File: src/rtl/bandai_eeprom_ctrl.sv
// Cartridge-side Microwire (93Cx6, x16) EEPROM controller.
// Host register writes become CS/SK/DO frames; DI read data lands in DATA_HI/LO,
// and the post-write/erase ready poll runs in hardware.
module bandai_eeprom_ctrl #(
  parameter int          CLK_DIV      = 4,
  parameter int          ADDR_BITS    = 6,
  parameter logic [15:0] BUSY_TIMEOUT = 16'hFFFF
) (
  input  logic       CLK,
  input  logic       RST,
  input  logic       BUS_SEL,
  input  logic       BUS_WR,
  input  logic       BUS_RD,
  input  logic [2:0] ADDR,
  input  logic [7:0] WDATA,
  output logic [7:0] RDATA,
  output logic       EE_CS,
  output logic       EE_SK,
  output logic       EE_DO,
  input  logic       EE_DI,
  output logic       BUSY
);
  localparam int FW = 3 + ADDR_BITS + 16;        // longest frame (WRITE)
  localparam int BW = $clog2(FW + 1);
  localparam int CW = $clog2(2 * CLK_DIV + 1);
  localparam logic [CW-1:0] HALF = CW'(CLK_DIV - 1);
  localparam logic [CW-1:0] LAST = CW'(2 * CLK_DIV - 1);

  typedef enum logic [2:0] {IDLE, CS_SETUP, SHIFT_OUT, SHIFT_IN, CS_GAP, POLL, FINISH} state_t;

  state_t        state_q;
  logic [7:0]    data_lo_q, data_hi_q, addr_lo_q, addr_hi_q;
  logic [2:0]    op_q;                           // {ERASE, WRITE, READ}; zero = EWEN/EWDS
  logic          done_q, err_q, to_q, busy_q;
  logic          cs_q, sk_q, do_q, rdy_q;
  logic [CW-1:0] div_q;
  logic [BW-1:0] bits_q;
  logic [FW-1:0] sr_q;
  logic [15:0]   rx_q, poll_q;

  logic                 cmd_wr, cmd_ok, reg_wr, half_end, bit_end;
  logic [1:0]           opc;
  logic [ADDR_BITS-1:0] afield;
  logic [FW-1:0]        frame_d;
  logic [BW-1:0]        nbits_d;
  logic [7:0]           status;

  assign cmd_wr   = BUS_SEL && BUS_WR && (ADDR == 3'd4);
  assign cmd_ok   = $onehot(WDATA) && (WDATA[7:5] == 3'b000);
  assign reg_wr   = BUS_SEL && BUS_WR && !ADDR[2] && !busy_q;
  assign half_end = (div_q == HALF);
  assign bit_end  = (div_q == LAST);
  assign status   = {busy_q, 3'b000, to_q, err_q, ~busy_q, done_q};
  assign EE_CS    = cs_q;
  assign EE_SK    = sk_q;
  assign EE_DO    = do_q;
  assign BUSY     = busy_q;

  // Build the outgoing frame, left-aligned, from the command being written.
  always_comb begin
    opc    = {WDATA[0] | WDATA[2], WDATA[1] | WDATA[2]};
    afield = ADDR_BITS'({addr_hi_q, addr_lo_q});
    if (WDATA[3]) begin
      afield = '0;
      afield[ADDR_BITS-1 -: 2] = 2'b11;
    end else if (WDATA[4]) begin
      afield = '0;
    end
    frame_d = '0;
    frame_d[FW-1 -: 3]         = {1'b1, opc};
    frame_d[FW-4 -: ADDR_BITS] = afield;
    if (WDATA[1]) frame_d[15:0] = {data_hi_q, data_lo_q};
    nbits_d = WDATA[1] ? BW'(FW) : BW'(3 + ADDR_BITS);
  end

  // Host read mux.
  always_comb begin
    RDATA = 8'h00;
    if (BUS_SEL && BUS_RD) begin
      case (ADDR)
        3'd0:    RDATA = data_lo_q;
        3'd1:    RDATA = data_hi_q;
        3'd2:    RDATA = addr_lo_q;
        3'd3:    RDATA = addr_hi_q;
        3'd4:    RDATA = status;
        default: RDATA = 8'h00;
      endcase
    end
  end

  // Register file, frame sequencer and registered pin outputs.
  always_ff @(posedge CLK or posedge RST) begin
    if (RST) begin
      state_q   <= IDLE;
      data_lo_q <= '0; data_hi_q <= '0; addr_lo_q <= '0; addr_hi_q <= '0;
      op_q      <= '0;
      done_q    <= 1'b0; err_q <= 1'b0; to_q <= 1'b0; busy_q <= 1'b0;
      cs_q      <= 1'b0; sk_q  <= 1'b0; do_q <= 1'b0; rdy_q  <= 1'b0;
      div_q     <= '0; bits_q <= '0; sr_q <= '0; rx_q <= '0; poll_q <= '0;
    end else begin
      if (reg_wr) begin
        case (ADDR[1:0])
          2'd0:    data_lo_q <= WDATA;
          2'd1:    data_hi_q <= WDATA;
          2'd2:    addr_lo_q <= WDATA;
          default: addr_hi_q <= WDATA;
        endcase
      end
      if (cmd_wr && (busy_q || !cmd_ok)) err_q <= 1'b1;

      case (state_q)
        IDLE: if (cmd_wr && cmd_ok) begin
          done_q  <= 1'b0; err_q <= 1'b0; to_q <= 1'b0;
          busy_q  <= 1'b1; cs_q  <= 1'b1;
          op_q    <= WDATA[2:0];
          sr_q    <= frame_d;
          bits_q  <= nbits_d;
          div_q   <= '0;
          state_q <= CS_SETUP;
        end
        CS_SETUP: begin
          div_q <= div_q + CW'(1);
          if (half_end) begin
            div_q   <= '0;
            do_q    <= sr_q[FW-1];
            sr_q    <= sr_q << 1;
            bits_q  <= bits_q - BW'(1);
            state_q <= SHIFT_OUT;
          end
        end
        SHIFT_OUT: begin
          div_q <= div_q + CW'(1);
          if (half_end) sk_q <= 1'b1;
          if (bit_end) begin
            div_q <= '0;
            sk_q  <= 1'b0;
            if (bits_q != '0) begin
              do_q   <= sr_q[FW-1];
              sr_q   <= sr_q << 1;
              bits_q <= bits_q - BW'(1);
            end else begin
              do_q <= 1'b0;
              if (op_q[0]) begin
                bits_q  <= BW'(16);              // dummy 0 + 16 data bits
                state_q <= SHIFT_IN;
              end else begin
                cs_q    <= 1'b0;
                state_q <= (op_q[1] || op_q[2]) ? CS_GAP : FINISH;
              end
            end
          end
        end
        SHIFT_IN: begin
          div_q <= div_q + CW'(1);
          if (half_end) begin
            sk_q <= 1'b1;
            rx_q <= {rx_q[14:0], EE_DI};       // dummy bit falls off the top
          end
          if (bit_end) begin
            div_q <= '0;
            sk_q  <= 1'b0;
            if (bits_q != '0) bits_q <= bits_q - BW'(1);
            else begin
              cs_q    <= 1'b0;
              state_q <= FINISH;
            end
          end
        end
        CS_GAP: begin
          div_q <= div_q + CW'(1);
          if (half_end) begin
            div_q   <= '0;
            cs_q    <= 1'b1;
            poll_q  <= '0;
            rdy_q   <= 1'b0;
            state_q <= POLL;
          end
        end
        POLL: begin
          // one DI sample per SK period; leave only at a bit boundary so SK ends low
          div_q <= div_q + CW'(1);
          if (half_end) begin
            sk_q   <= 1'b1;
            rdy_q  <= EE_DI;
            poll_q <= poll_q + 16'd1;
          end
          if (bit_end) begin
            div_q <= '0;
            sk_q  <= 1'b0;
            if (rdy_q) begin
              cs_q    <= 1'b0;
              state_q <= FINISH;
            end else if (poll_q == BUSY_TIMEOUT) begin
              cs_q    <= 1'b0;
              err_q   <= 1'b1;
              to_q    <= 1'b1;
              state_q <= FINISH;
            end
          end
        end
        FINISH: begin
          cs_q    <= 1'b0; sk_q <= 1'b0; do_q <= 1'b0;
          busy_q  <= 1'b0;
          done_q  <= 1'b1;
          if (op_q[0]) {data_hi_q, data_lo_q} <= rx_q;  // beats any host write
          state_q <= IDLE;
        end
        default: state_q <= IDLE;
      endcase
    end
  end
endmodule
File: config.mk
export PLATFORM = sky130hd
export DESIGN_NAME = bandai_eeprom_ctrl
export DESIGN_NICKNAME = d
export VERILOG_FILES = /design/src/rtl/bandai_eeprom_ctrl.sv
export SDC_FILE = /design/constraint.sdc
export NUM_CORES = 1
export LEC_CHECK = 0
export BUFFER_PORTS_ARGS = -buffer_cell sky130_fd_sc_hd__buf_2
export CORE_ASPECT_RATIO = 0.75
export CORE_MARGIN = 8
export CORE_UTILIZATION = 50
export DETAILED_ROUTE_END_ITERATION = 6
export PLACE_DENSITY = 0.7
export SETUP_SLACK_MARGIN = 0.5
export SLEW_MARGIN = 15
export SYNTH_ARGS = -nofsm -noshare
export SYNTH_HDL_FRONTEND = slang
export SYNTH_SLANG_ARGS = --single-unit
export TNS_END_PERCENT = 20
File: constraint.sdc
create_clock -name CLK -period 8.9 [get_ports CLK]
set_clock_uncertainty 0.05 [all_clocks]
set_input_delay 1.78 -clock CLK [delete_from_list [all_inputs] [get_ports CLK]]
set_output_delay 1.78 -clock CLK [all_outputs]
set_load 0.01 [all_outputs]
Word level (Yosys, flattened, before mapping)

Cells that the tools add are included.

Bits in registers: 112
Bits of input ports: 17
Output and inout bits: 12

Add/sub/neg operators: 10
Eq/ne operators: 33
Multiplexer cells: 80
Bitwise operators: 4
Reduce and logical (&&, ||, !) cells: 44

Operators by type and width:

| operator              | number |
|---|---|
| $mux 25               | 4 |
| $pmux 25 s3           | 1 |
| $mux 8                | 9 |
| $mux 16               | 3 |
| $mux 5                | 8 |
| $pmux 8 s5            | 1 |
| $mux 3                | 11 |
| $pmux 16 s2           | 1 |
| $ne 2x2->1 const B    | 14 |
| $mux 1                | 25 |
| $pmux 5 s4            | 1 |
| $pmux 3 s6            | 1 |
| $add 16x1->16 const B | 1 |
| $eq 16x16->1 const B  | 1 |
| $reduce_and 2->1      | 7 |
| $eq 3x2->1 const B    | 4 |
| $eq 3x3->1 const B    | 4 |
| $mux 4                | 3 |
| $mux 6                | 2 |
| $pmux 1 s2            | 6 |
| $pmux 4 s3            | 1 |
| $reduce_and 10->1     | 1 |
| $reduce_and 5->1      | 2 |
| $logic_not 3->1       | 3 |
| 32 further kinds      | 57 |

Logic depth before layout (Yosys ltp)

Word-level depth: 13
Gate-level depth with buffers: 15

Least setup slack after synthesis

No wires, ideal clock.

Kind: input to register
From: input port WDATA[1]
To: register sr_q[0]
Library setup time: 0.125 ns
Arrival time: 5.559 ns
Data required time: 8.725 ns
Setup slack: 3.166 ns
Stages on the path: 15
Cell sequence: clkbuf_1 -> inv_1 -> fa_1 -> fa_1 -> fa_1 -> inv_1 -> ha_1 -> inv_1 -> fa_1 -> a211o_1 -> a211oi_2 -> a21oi_1 -> nor3_4 -> buf_6 -> mux2_2

Cells in the longest elaborated chain, start to end: 8

RTL lines:

| item                              | line | source |
|---|---|---|
| from (decl)                       | 15   | `input logic [7:0] WDATA,` |
| $add 1x1->2 (implied by the code) | 49   | `assign cmd_ok = $onehot(WDATA) && (WDATA[7:5] == 3'b000);` |
| $add 2x2->3 (implied by the code) | 49   |  |
| $add 3x3->4 (implied by the code) | 49   |  |
| $eq 4x1->1                        | 49   |  |
| $logic_and 1x1->1                 | 49   |  |
| $logic_and 1x1->1                 | 112  | `IDLE: if (cmd_wr && cmd_ok) begin` |
| $ne 2x2->1 (no line)              | -    |  |
| $reduce_and 5->1 (no line)        | -    |  |
| to (signal assigned)              | 116  | `sr_q <= frame_d;` |
| to (signal assigned)              | 126  | `sr_q <= sr_q << 1;` |
| to (signal assigned)              | 139  | `sr_q <= sr_q << 1;` |
| to (decl)                         | 38   | `logic [FW-1:0] sr_q;` |

Parallel ways exist; a longest one is shown, timed or not. The select of a mux whose other input is x is not followed.
A chain may end at the register's enable or synchronous reset.

Worst setup path in the final report

From: input port WDATA[1]
To: register sr_q[22]

The elaborated chain is that of the path after synthesis.

==> results.yml <==
pwr:
  pwr_per_cell_area_nw_per_um2: 285.6
  p_leak_nw: 2.868
  seq_power_share_pct: 42.4
  comb_power_share_pct: 35.4
  cell_internal_pwr_w: 0.001157
  total_power_w: 0.001852
  power.clock.fraction_pct: 22.2
  net_switching_power_w: 0.0006956
  sw_frac_of_total_pct: 37.56
  power.ir.vdd_worst_v: 0.0001243
floorplan:
  fp.dieArea_sq_um: 15590
  pin_count: 29
  die_h_um: 110.1
  dieWidth_um: 141.5
  core_region_area_sq_um: 11570
  rows: 34
  initial_core_util_pct: 51.06
setup_path:
  critPathArrivalTime_ps: 6390
  crit_chain: "buf_2 > inv_1 > fa_1 > fa_1 > fa_1 > inv_1 > ha_1 > inv_1 > fa_1 > a211o_1 > a211oi_2 > a21oi_1 > nor3_4 > buf_8 > mux2_2"
  critPathCaptureType: "flop"
  crit_path_frequent_cell: "fa_1"
  cp_max_fo: 23
  worstSetupStartpointType: "input pin"
  critical_path.max_stage_delay_ps: 520
  critical-path-slowest-cell: "fa_1"
  critPathKind: "in -> reg"
  worst_ep_required_time_ps: 9090
finish:
  antennaDiodeCount: 0
  area_growth_synth_to_finish_pct: 9.784
  utilization_pct: 56.06
  drive_above_1_share_pct: 20.69
  final_nets: 631
timing:
  setup-tns-final_ps: 0
  number_of_hold_violations_in_the_final_report: 0
  report.final.setup_viol: 0
  setup_repair_after_global_routing_missed_its_margin: "false"
  headroom_to_the_max_slew_limit_pct: 26.40
  layout_min_cycle_time_ps: 6196
  final-max-slew-violation-count: 0
  final_min_period_over_clock_period_pct: 69.62
  worst_pin_slew_ps: 1102
  fmax_mhz: 161.4
clock_tree:
  cts-hold-fix-buffers: 0
  cts_root_buf: "clkbuf_16"
  cts_resized: 0
  clk_latency_ps: 360
  path_clk_slew_ps: 70
  tritoncts: "built"
  cts.repair_timing.setup_buffer_count: 0
  htree_levels: 3
  buffers_from_clock_root_to_sink_at_most: 2
  cts.sink_count: 112
  cts_made_buffers: 9
run_status:
  status: "complete, no violations"
synth:
  mappedNetlistArea_sq_um: 5908
  postSynthNetCount: 614
  synth_enable_flop_cells: 0
  ys.warnings.count: 0
  synth_sequential_area_ratio_pct: 47.44
  yosys_most_used_dff: "dfrtp_1"
  mapped_avg_cell_area_sq_um: 10.07
  netlist_instances: 587
  netlist-cell-type-count: 54
  postSynthRegisterBits: 112
  ys_async_sr_fraction_pct: 100.0
routing:
  route.antenna.remaining_nets: 0
  drc_errors: 0
  dr.first_iter.drc_count: 629
  routed_wirelength_um: 13810
  route.detailed.vias_per_inst: 5.795
  wire_per_inst_um: 17.92
  via_count: 4468
  drt_pre_antenna_iters: 5
global_route:
  first_global_vias: 4216
  grt_overflow_total: 0
  gr-usage-all-layers_pct: 18.25
  grt_pass1_wl_um: 22270
  number_of_antenna_violations_at_the_first_check_in_global_routing: 0
  grt_start_max_net_pins: 65
hold_path:
  hold_path_class: "reg -> reg"
place:
  io_buffer_count: 28
  dp.final_hpwl_um: 9821
  globalplace.congestion: 0.9284
flow_run:
  maxCapViolations: 0
-- worst paths after layout --
check	endpoint	startpoint	slack (ps)	depth (start not counted)
worst max register to register	sr_q[22]	state_q[2]	5970	6
worst min-delay path	EE_DO	EE_DO	440	2
min in group asynchronous	state_q[0]	RST	1450	2
worst min register to register	EE_DO	EE_DO	440	2
worst max-delay path	sr_q[22]	WDATA[1]	2700	15
max in group asynchronous	addr_hi_q[4]	RST	6120	3
-- synthesized netlist by cell type, types with 7 or more instances --
cell / number / share of area (%)
a21oi_1: 37 / 3.1
clkbuf_1: 19 / 1.2
dfrtp_1: 112 / 47
inv_1: 26 / 1.7
mux2_2: 63 / 12
mux2i_1: 23 / 3.9
nand2_1: 68 / 4.3
nand2b_1: 8 / 0.85
nand3_1: 13 / 1.1
nand4_1: 7 / 0.74
nor2_1: 54 / 3.4
nor3_1: 10 / 0.85
o21ai_0: 45 / 3.8
xnor2_1: 8 / 1.2
xor2_1: 7 / 1.0
-- state kept, by name, indices dropped and copies added (netlist names), 3 cells and up --
| register | flops |
|---|---|
| addr_hi_q | 8 |
| addr_lo_q | 8 |
| bits_q | 5 |
| data_hi_q | 8 |
| data_lo_q | 8 |
| div_q | 4 |
| op_q | 3 |
| poll_q | 16 |
| rx_q | 16 |
| sr_q | 25 |
| state_q | 3 |
-- placed cells by master (no fill, tap or decap), types with 5 or more instances in the layout --
cell       netlist  final
mux2i_1         23     23
a21oi_1         37     37
mux2_2          63     63
xor2_1           7      7
ha_1             6      6
inv_1           26     25
buf_2            3     28
xnor2_1          8      8
nand2_1         68     68
o21ai_0         45     45
nand4_1          7      7
clkbuf_16        0      9
nor3b_1          5      5
nand3_1         13     13
nor2_1          54     53
or3_1            6      6
nor3_1          10     10
nand2b_1         8      8
dfrtp_1        112    112
-- final cells by class --
class	instances	area (sq um)
clock inverters	6	66.31
multi-input cells	422	2890
well taps	162	202.7
flip-flops and latches	112	2803
fillers	1038	5085
repair buffers	33	185.2
inverters	26	100.1
clock buffers	10	239.0
-- logic make-up (layout without fill, tap and decap cells) --
group,Yosys count,after routing,synth area share [%]
muxes,88,88,16.67
and+or+nand+nor,193,193,15.59
DFF,112,112,47.44
xor gates and xnor gates,15,15,2.224
buffers and inverters,53,75,3.685
adders and majority gates,11,11,2.795
AOI/OAI and AO/OA,115,115,11.61
-- worst max-delay path: cells and delay by family --
family / cells / cell delay [ps]
muxes: 1 / 350
adders and majority gates: 5 / 1970
buffers and inverters: 5 / 900
and+or+nand+nor: 1 / 500
AOI/OAI and AO/OA: 3 / 860
-- stage by stage --
stage          instances  hold slack (ps)  worst slack (ps)  area (sq um)
2_1_floorplan        587            396.6              3166          5908
3_3_place_gp         754            412.5              2143          6166
3_5_place_dp         754            433.0              2011          6166
4_1_cts              770            449.4              2385          6471
5_1_grt              771            478.2              2486          6486
6_report             771            444.4              2704          6486
-- metal layers --
| layer | share of wire (%) | GRT usage (%) |
|---|---|---|
| met5 | 0 | 0 |
| met4 | 1.7 | 6.494 |
| met3 | 6.6 | 4.862 |
| met2 | 42 | 25.48 |
| met1 | 50 | 26.67 |
-- power groups by stage --
stage / registers (W) / logic (W) / clock network (W)
2_1_floorplan: 0.000714 / 0.000567 / 0
3_5_place_dp: 0.000788 / 0.000642 / 0
6_report: 0.000786 / 0.000656 / 0.000411
3_3_place_gp: 0.000785 / 0.000620 / 0
4_1_cts: 0.000780 / 0.000645 / 0.000420
5_1_grt: 0.000803 / 0.000728 / 0.000437
Power figures use the tool's default switching activity.
